[config.mk]
export PLATFORM = sky130hd
export DESIGN_NAME = uart_rx
export DESIGN_NICKNAME = d
export VERILOG_FILES = /design/src/rtl/uart_rx.sv
export SDC_FILE = /design/constraint.sdc
export NUM_CORES = 1
export LEC_CHECK = 0
export ABC_AREA = 1
export CORE_MARGIN = 2
export CORE_UTILIZATION = 25
export CTS_CLUSTER_DIAMETER = 120
export DETAILED_ROUTE_END_ITERATION = 7
export REMOVE_ABC_BUFFERS = 1
export SYNTH_ARGS = -nofsm -noshare
export SYNTH_HDL_FRONTEND = slang
export SYNTH_SLANG_ARGS = --single-unit
[constraint.sdc]
create_clock -name i_clock -period 1.75 [get_ports i_clock]
set_clock_uncertainty 0.15 [all_clocks]
set_input_delay 0.35 -clock i_clock [delete_from_list [all_inputs] [get_ports i_clock]]
set_output_delay 0.35 -clock i_clock [all_outputs]
set_load 0.01 [all_outputs]
[src/rtl/uart_rx.sv]
// UART receiver. The serial line is synchronized, sampled at N_TICKS
// oversample ticks per bit, and decoded LSB first. Each frame ends with
// either a done pulse carrying the new byte or a frame-error pulse.
module uart_rx #(
    parameter int CLK_FREQ  = 50000000,
    parameter int BAUD_RATE = 9600,
    parameter int N_BITS    = 8,
    parameter int N_TICKS   = 16
) (
    input  logic              i_clock,
    input  logic              i_reset,
    input  logic              i_rx,
    output logic [N_BITS-1:0] o_dout,
    output logic              o_rx_done_tick,
    output logic              o_frame_err,
    output logic              o_busy
);

    localparam int DIV   = CLK_FREQ / (BAUD_RATE * N_TICKS);
    localparam int DIV_W = (DIV > 1) ? $clog2(DIV) : 1;
    localparam int S_W   = (N_TICKS > 1) ? $clog2(N_TICKS) : 1;
    localparam int N_W   = (N_BITS > 1) ? $clog2(N_BITS) : 1;

    localparam logic [DIV_W-1:0] DIV_LAST = DIV_W'(DIV - 1);
    localparam logic [S_W-1:0]   S_MID    = S_W'(N_TICKS / 2 - 1);
    localparam logic [S_W-1:0]   S_LAST   = S_W'(N_TICKS - 1);
    localparam logic [N_W-1:0]   N_LAST   = N_W'(N_BITS - 1);

    typedef enum logic [2:0] {
        IDLE      = 3'd0,
        START     = 3'd1,
        DATA      = 3'd2,
        STOP      = 3'd3,
        WAIT_IDLE = 3'd4
    } state_t;

    state_t             state_q, state_d;
    logic [S_W-1:0]     s_q, s_d;
    logic [N_W-1:0]     n_q, n_d;
    logic [N_BITS-1:0]  shreg_q, shreg_d;
    logic [N_BITS-1:0]  dout_q, dout_d;
    logic               done_q, done_d;
    logic               ferr_q, ferr_d;
    logic [DIV_W-1:0]   tick_cnt;
    logic               tick;
    logic               rx_meta;
    logic               rx_s;

    // Two-flop synchronizer; resets to the idle (high) line level.
    always_ff @(posedge i_clock or negedge i_reset) begin
        if (!i_reset) begin
            rx_meta <= 1'b1;
            rx_s    <= 1'b1;
        end else begin
            rx_meta <= i_rx;
            rx_s    <= rx_meta;
        end
    end

    // Free-running oversample tick generator, never stopped by the FSM.
    always_ff @(posedge i_clock or negedge i_reset) begin
        if (!i_reset) begin
            tick_cnt <= '0;
        end else if (tick) begin
            tick_cnt <= '0;
        end else begin
            tick_cnt <= tick_cnt + 1'b1;
        end
    end

    assign tick = (tick_cnt == DIV_LAST);

    // State, counters, shift register and registered output pulses.
    always_ff @(posedge i_clock or negedge i_reset) begin
        if (!i_reset) begin
            state_q <= IDLE;
            s_q     <= '0;
            n_q     <= '0;
            shreg_q <= '0;
            dout_q  <= '0;
            done_q  <= 1'b0;
            ferr_q  <= 1'b0;
        end else begin
            state_q <= state_d;
            s_q     <= s_d;
            n_q     <= n_d;
            shreg_q <= shreg_d;
            dout_q  <= dout_d;
            done_q  <= done_d;
            ferr_q  <= ferr_d;
        end
    end

    // Next-state logic: start is checked at mid-bit, data and stop bits
    // one full bit period later each, so every sample lands mid-bit.
    always_comb begin
        state_d = state_q;
        s_d     = s_q;
        n_d     = n_q;
        shreg_d = shreg_q;
        dout_d  = dout_q;
        done_d  = 1'b0;
        ferr_d  = 1'b0;
        case (state_q)
            IDLE: begin
                if (!rx_s) begin
                    state_d = START;
                    s_d     = '0;
                end
            end
            START: begin
                if (tick) begin
                    if (s_q == S_MID) begin
                        s_d = '0;
                        if (!rx_s) begin
                            state_d = DATA;
                            n_d     = '0;
                        end else begin
                            state_d = IDLE;
                        end
                    end else begin
                        s_d = s_q + 1'b1;
                    end
                end
            end
            DATA: begin
                if (tick) begin
                    if (s_q == S_LAST) begin
                        s_d     = '0;
                        shreg_d = {rx_s, shreg_q[N_BITS-1:1]};
                        if (n_q == N_LAST) begin
                            state_d = STOP;
                        end else begin
                            n_d = n_q + 1'b1;
                        end
                    end else begin
                        s_d = s_q + 1'b1;
                    end
                end
            end
            STOP: begin
                if (tick) begin
                    if (s_q == S_LAST) begin
                        s_d = '0;
                        if (rx_s) begin
                            state_d = IDLE;
                            dout_d  = shreg_q;
                            done_d  = 1'b1;
                        end else begin
                            state_d = WAIT_IDLE;
                            ferr_d  = 1'b1;
                        end
                    end else begin
                        s_d = s_q + 1'b1;
                    end
                end
            end
            WAIT_IDLE: begin
                // A held-low line (break) must return high before a new frame.
                if (rx_s) begin
                    state_d = IDLE;
                end
            end
            default: begin
                state_d = IDLE;
            end
        endcase
    end

    assign o_dout         = dout_q;
    assign o_rx_done_tick = done_q;
    assign o_frame_err    = ferr_q;
    assign o_busy         = (state_q != IDLE);

endmodule

Yosys cells after proc, flatten, opt, wreduce, memory -nomap -nowiden
Cells that the tools add are included.
- $add $sub $neg: 3
- equal/unequal tests: 20
- muxes and demuxes: 34
- reductions and logical operators: 10
- operators by type and width (operator ; number):
    $mux W3 ; 16
    $ne A2 B2 Y1 const B ; 11
    $mux W4 ; 5
    $pmux W3 S5 ; 1
    $pmux W4 S3 ; 1
    $add A9 B1 Y9 const B ; 1
    $eq A9 B9 Y1 const B ; 1
    $mux W9 ; 1
    $reduce_and A9 Y1 ; 1
    $mux W1 ; 8
    $reduce_and A4 Y1 ; 2
    $reduce_and A7 Y1 ; 1
    $eq A3 B2 Y1 const B ; 2
    $eq A3 B3 Y1 const B ; 2
    $pmux W3 S2 ; 1
    $reduce_bool A3 Y1 ; 2
    $add A4 B1 Y4 const B ; 1
    $eq A4 B3 Y1 const B ; 1
    $eq A4 B4 Y1 const B ; 1
    $add A3 B1 Y3 const B ; 1
    $eq A3 B1 Y1 const B ; 1
    $logic_not A3 Y1 ; 1
    $reduce_and A3 Y1 ; 1
    $mux W2 ; 1
    other kinds (3) ; 3
- bits in registers: 39
- output and inout bits: 11

Depth between registers and ports, before layout
Gate-level depths: netlist of the first run.
- word-level depth: 5
- depth in mapped cells: 11

Worst setup path after synthesis of the first run
Ideal clock, no wire load.
- path kind: register -> register
- start: register tick_cnt[0]
- end: register s_q[0]
- setup time: 0.117 ns
- arrival: 1.369 ns
- required time: 1.483 ns
- path slack: 0.114 ns
- cell stages (with the launch flop): 11
- path through: dfrtp_1 inv_1 ha_1 nand2_1 nor2_2 nand2_2 buf_6 a21boi_4 nand2_4 nand2_1 nand2_1
- word-level cells in the longest chain between the ends: 3
- ends and longest elaborated chain (element ; RTL line ; RTL):
    start: declaration ; 44 ; logic [DIV_W-1:0] tick_cnt;
    start signal: assignment ; 67 ; tick_cnt <= tick_cnt + 1'b1;
    $eq A9 B9 Y1 (*) ; 71 ; assign tick = (tick_cnt == DIV_LAST);
    $ne A2 B1 Y1 (no line) or $ne A2 B2 Y1 (tied branches) ; n/a ;
    $reduce_and A4 Y1 (no line) (*) ; n/a ;
    end signal: assignment ; 77 ; s_q <= '0;
    end signal: assignment ; 85 ; s_q <= s_d;
    end: declaration ; 38 ; logic [S_W-1:0] s_q, s_d;
Every way passes the cells marked *; elsewhere a longest branch is shown, timed or not.
A chain may end at the register's enable or synchronous reset.

Worst setup path after layout of the first run
- start: register tick_cnt[1]
- end: register dout_q[5] (netlist: o_dout[5])
- word-level cells in the longest chain between the ends: 2
- ends and longest elaborated chain (element ; RTL line ; RTL):
    $eq A9 B9 Y1 ; 71 ;
    $reduce_and A4 Y1 (no line) ; n/a ;
    end signal: assignment ; 88 ; dout_q <= dout_d;
    end: declaration ; 41 ; logic [N_BITS-1:0] dout_q, dout_d;
Every way passes these cells.

==> impl_metrics.ini, run 1 <==
[place]
dp_hpwl_um = 2570
placed_area_sq_mm = 0.002266
placed_cells = 354
routabilityCongestion = 0.8575
portBuffers = 13

[worst_setup_path]
arrival_ns = 1.80
crit_fanout = 8
cp.required_ns = 1.78
start_kind = register
critPathSlowestCell = dfrtp_1
criticalPathCategory = reg2reg
cp-end-kind = register
slowest_delay_ns = 0.40
worstPathCellList = inv_2, ha_4, nand2_4, nor2_4, nand2_4, nor2_4, nand3_4, nand2_1, o21ai_1

[sta]
period_needed_ns = 1.770
period_share_pct = 101.1
worst_slack_ns = -0.01975
slew_viol_final = 0
rsz0062_at_grt = yes
hold_ws_ns = 0.2097
tightest_slew_ns = 0.4748
fmax_mhz = 565.1
slew-limit-headroom_pct = 68.35
setup_tns_ns = -0.07172
finalSetupViolations = 6
hold_violations = 0

[job]
maxCapViolCount = 0

[pwr]
pwr-share-clk_pct = 44.2
power.switching_mw = 0.3433
p_int_mw = 1.336
swShare_pct = 20.44
p_leak_nw = 1.283
power.share.sequential_pct = 54.1
pwr-share-comb_pct = 1.6
p_total_mw = 1.679
power.density_mw_per_mm2 = 645.2
vdd_ir_drop_max_uv = 259.5

[cts]
clock_latency_ns = 0.29
cts_sinks = 39
clock_path_buffers = 2
root_buffer = clkbuf_8
cts_tree = built
clkTransAtPathRegs_ns = 0.08
htreeDepth = 2
cts_made_buffers = 5

[floorplan]
rows = 32
initial_core_util_pct = 25.78
coreArea_sq_mm = 0.007727
fp.dieH_um = 93.26
die_area_sq_mm = 0.008697
num_io_pins = 14
die_w_um = 93.26

[cells_and_area]
layout.cells.non_filler = 371
design_area_sq_mm = 0.002603
ff_latch_area_sq_um = 978.4
n_fill_cell = 774
multi_input_area_sq_mm = 0.001012
syn2layout_area_growth_pct = 30.65
drive_gt1_share_pct = 31.60
layout.nets = 276
antenna_cells = 0

[logic_synthesis]
yosys.area_share.adder_pct = 3.141
post_synth_xor_area_fraction_pct = 1.319
synth_edf_count = 0
synth.distinct_cells = 28
synth_common_cells = nand2_1, dfrtp_1, inv_1
synthSimpleGateAreaFrac_pct = 30.90
yosysMostFrequentCell = nand2_1
synth.cell_area_sq_mm = 0.001992
ys.flop_type = dfrtp_1
syn_avg_cell_area_sq_um = 8.476
syn_inst = 235
synth_largest_type_area_fraction_pct = 46.48
synth_compound_area_share_pct = 7.915
yosysWarnings = 0
yosys-top-cells-area = dfrtp_1, nand2_1, nand3_1, o21ai_1, inv_1
synthArstFlopShare_pct = 100.0
yosys-mux-area-fraction_pct = 0
ys_ff_latch = 39
synth_top_family_by_area = simple AND/OR/NAND/NOR gates
post-synth-top-area-cell = dfrtp_1
ys_seq_area_share_pct = 49.12

[detailed_routing]
num_vias = 1602
viasPerCell = 4.318
drc = 0
dr.pass1.iters = 4
ant_nets = 0
first_iter_violations = 114
routed_wl_um = 3821
avgRoutedWirePerCell_um = 10.30

[status]
status = finished, violations left
violations = setup timing

[grt]
grt_pass1_wl_um = 6630
grtUsageMet3_pct = 2.901
grt_use_total_pct = 9.538
use_met1_pct = 12.25
grt_max_degree = 40
grt_pass1_vias = 1498
antenna_found_initial = 0
busiest_layer = met2
grt_remaining_overflow = 0
use_met2_pct = 15.41

[worst_hold_path]
hold_class = reg2reg
flip-flops by register name (all words and copies together) (netlist names), 3 cells and up:
register / flops
s_q: 4
n_q: 3
state_q: 3
tick_cnt: 9
o_dout: 8
shreg_q: 8
layout by cell type, fill, tap and decap left out, drive strengths merged, types with 5 or more instances in the layout:
| cell type | Yosys | routed |
|---|---|---|
| a21oi | 5 | 5 |
| buf | 4 | 15 |
| inv | 30 | 30 |
| o21ai | 19 | 19 |
| nor2 | 23 | 23 |
| dfrtp | 37 | 37 |
| nand2 | 76 | 77 |
| ha | 5 | 5 |
| nand3 | 21 | 22 |
| clkbuf | 0 | 5 |
| clkdlybuf4s50 | 0 | 8 |
cell type report:
class | count | share of cell area [%]
multi-input cells | 164 | 38.89
flip-flops and latches | 39 | 37.60
repair buffers | 28 | 9.952
well taps | 102 | 4.904
inverters | 30 | 4.327
clock buffers | 5 | 2.644
clock inverters | 3 | 1.683
cells by family (layout without fill, tap and decap cells):
| kind of cell | Yosys count | count (layout) |
|---|---|---|
| flops | 39 | 39 |
| buf+inv | 34 | 66 |
| simple gates | 128 | 130 |
| fa+ha+maj | 5 | 5 |
| xor+xnor | 3 | 3 |
| compound gates | 26 | 26 |
power groups by stage:
| stage | clock network, mW | registers, mW | logic (mW) |
|---|---|---|---|
| after floorplan | 0 | 0.925 | 0.00328 |
| after global placement | 0 | 0.926 | 0.0271 |
| after detailed placement | 0 | 0.926 | 0.0269 |
| after CTS | 0.770 | 0.908 | 0.0287 |
| after global routing | 0.822 | 0.910 | 0.0322 |
| final | 0.743 | 0.909 | 0.0271 |
path summary, 6_finish.rpt:
kind | slack, ns | startpoint | cells after the start | endpoint
max in group asynchronous | 0.60 | i_reset | 3 | rx_s
hold reg to reg | 0.21 | rx_meta | 0 | rx_s
setup reg to reg | -0.02 | tick_cnt[1] | 9 | o_dout[5]
hold / removal | 0.21 | rx_meta | 0 | rx_s
setup / recovery | -0.02 | tick_cnt[1] | 9 | o_dout[5]
min in group asynchronous | 0.49 | i_reset | 3 | shreg_q[3]
per-stage QoR:
| stage | util (%) | worst slack, ns |
|---|---|---|
| after global routing | 33.68 | -0.1257 |
| after detailed placement | 29.32 | -0.001651 |
| after floorplan | - | 0.1119 |
| after CTS | 31.02 | 0.02935 |
| after global placement | 29.32 | 0.03200 |
| final | 33.68 | -0.01975 |
routing by layer:
layer | up-vias | part of all wire [%]
li1 | 812 | -
met1 | 754 | 50
met2 | 29 | 45
met3 | 7 | 4.3
met4 | 0 | 1.3
met5 | - | 0
repair_timing:
action                     4_1_cts  5_1_grt
hold buffers                     1        0
gates cloned                     0        2
hold endpoints to repair        37        0
pin swaps                        0       18
resized for setup                3       38
buffers inserted                 0        6
setup endpoints to repair        9       29
worst max-delay path, delay by kind of cell, from the launching register on:
family | cells | cell delay (ns)
AOI/OAI and AO/OA | 1 | 0.06
adders and majority gates | 1 | 0.15
buffers and inverters | 1 | 0.08
DFF | 1 | 0.40
and+or+nand+nor | 6 | 0.81
(Power assumes the default switching activity.)
==> inputs of run 2 (changes only) <==
GPL_TIMING_DRIVEN = 1   (was default)
==> results of run 2 <==
The final DEF is identical to that of run 1; final timing and power are the same.
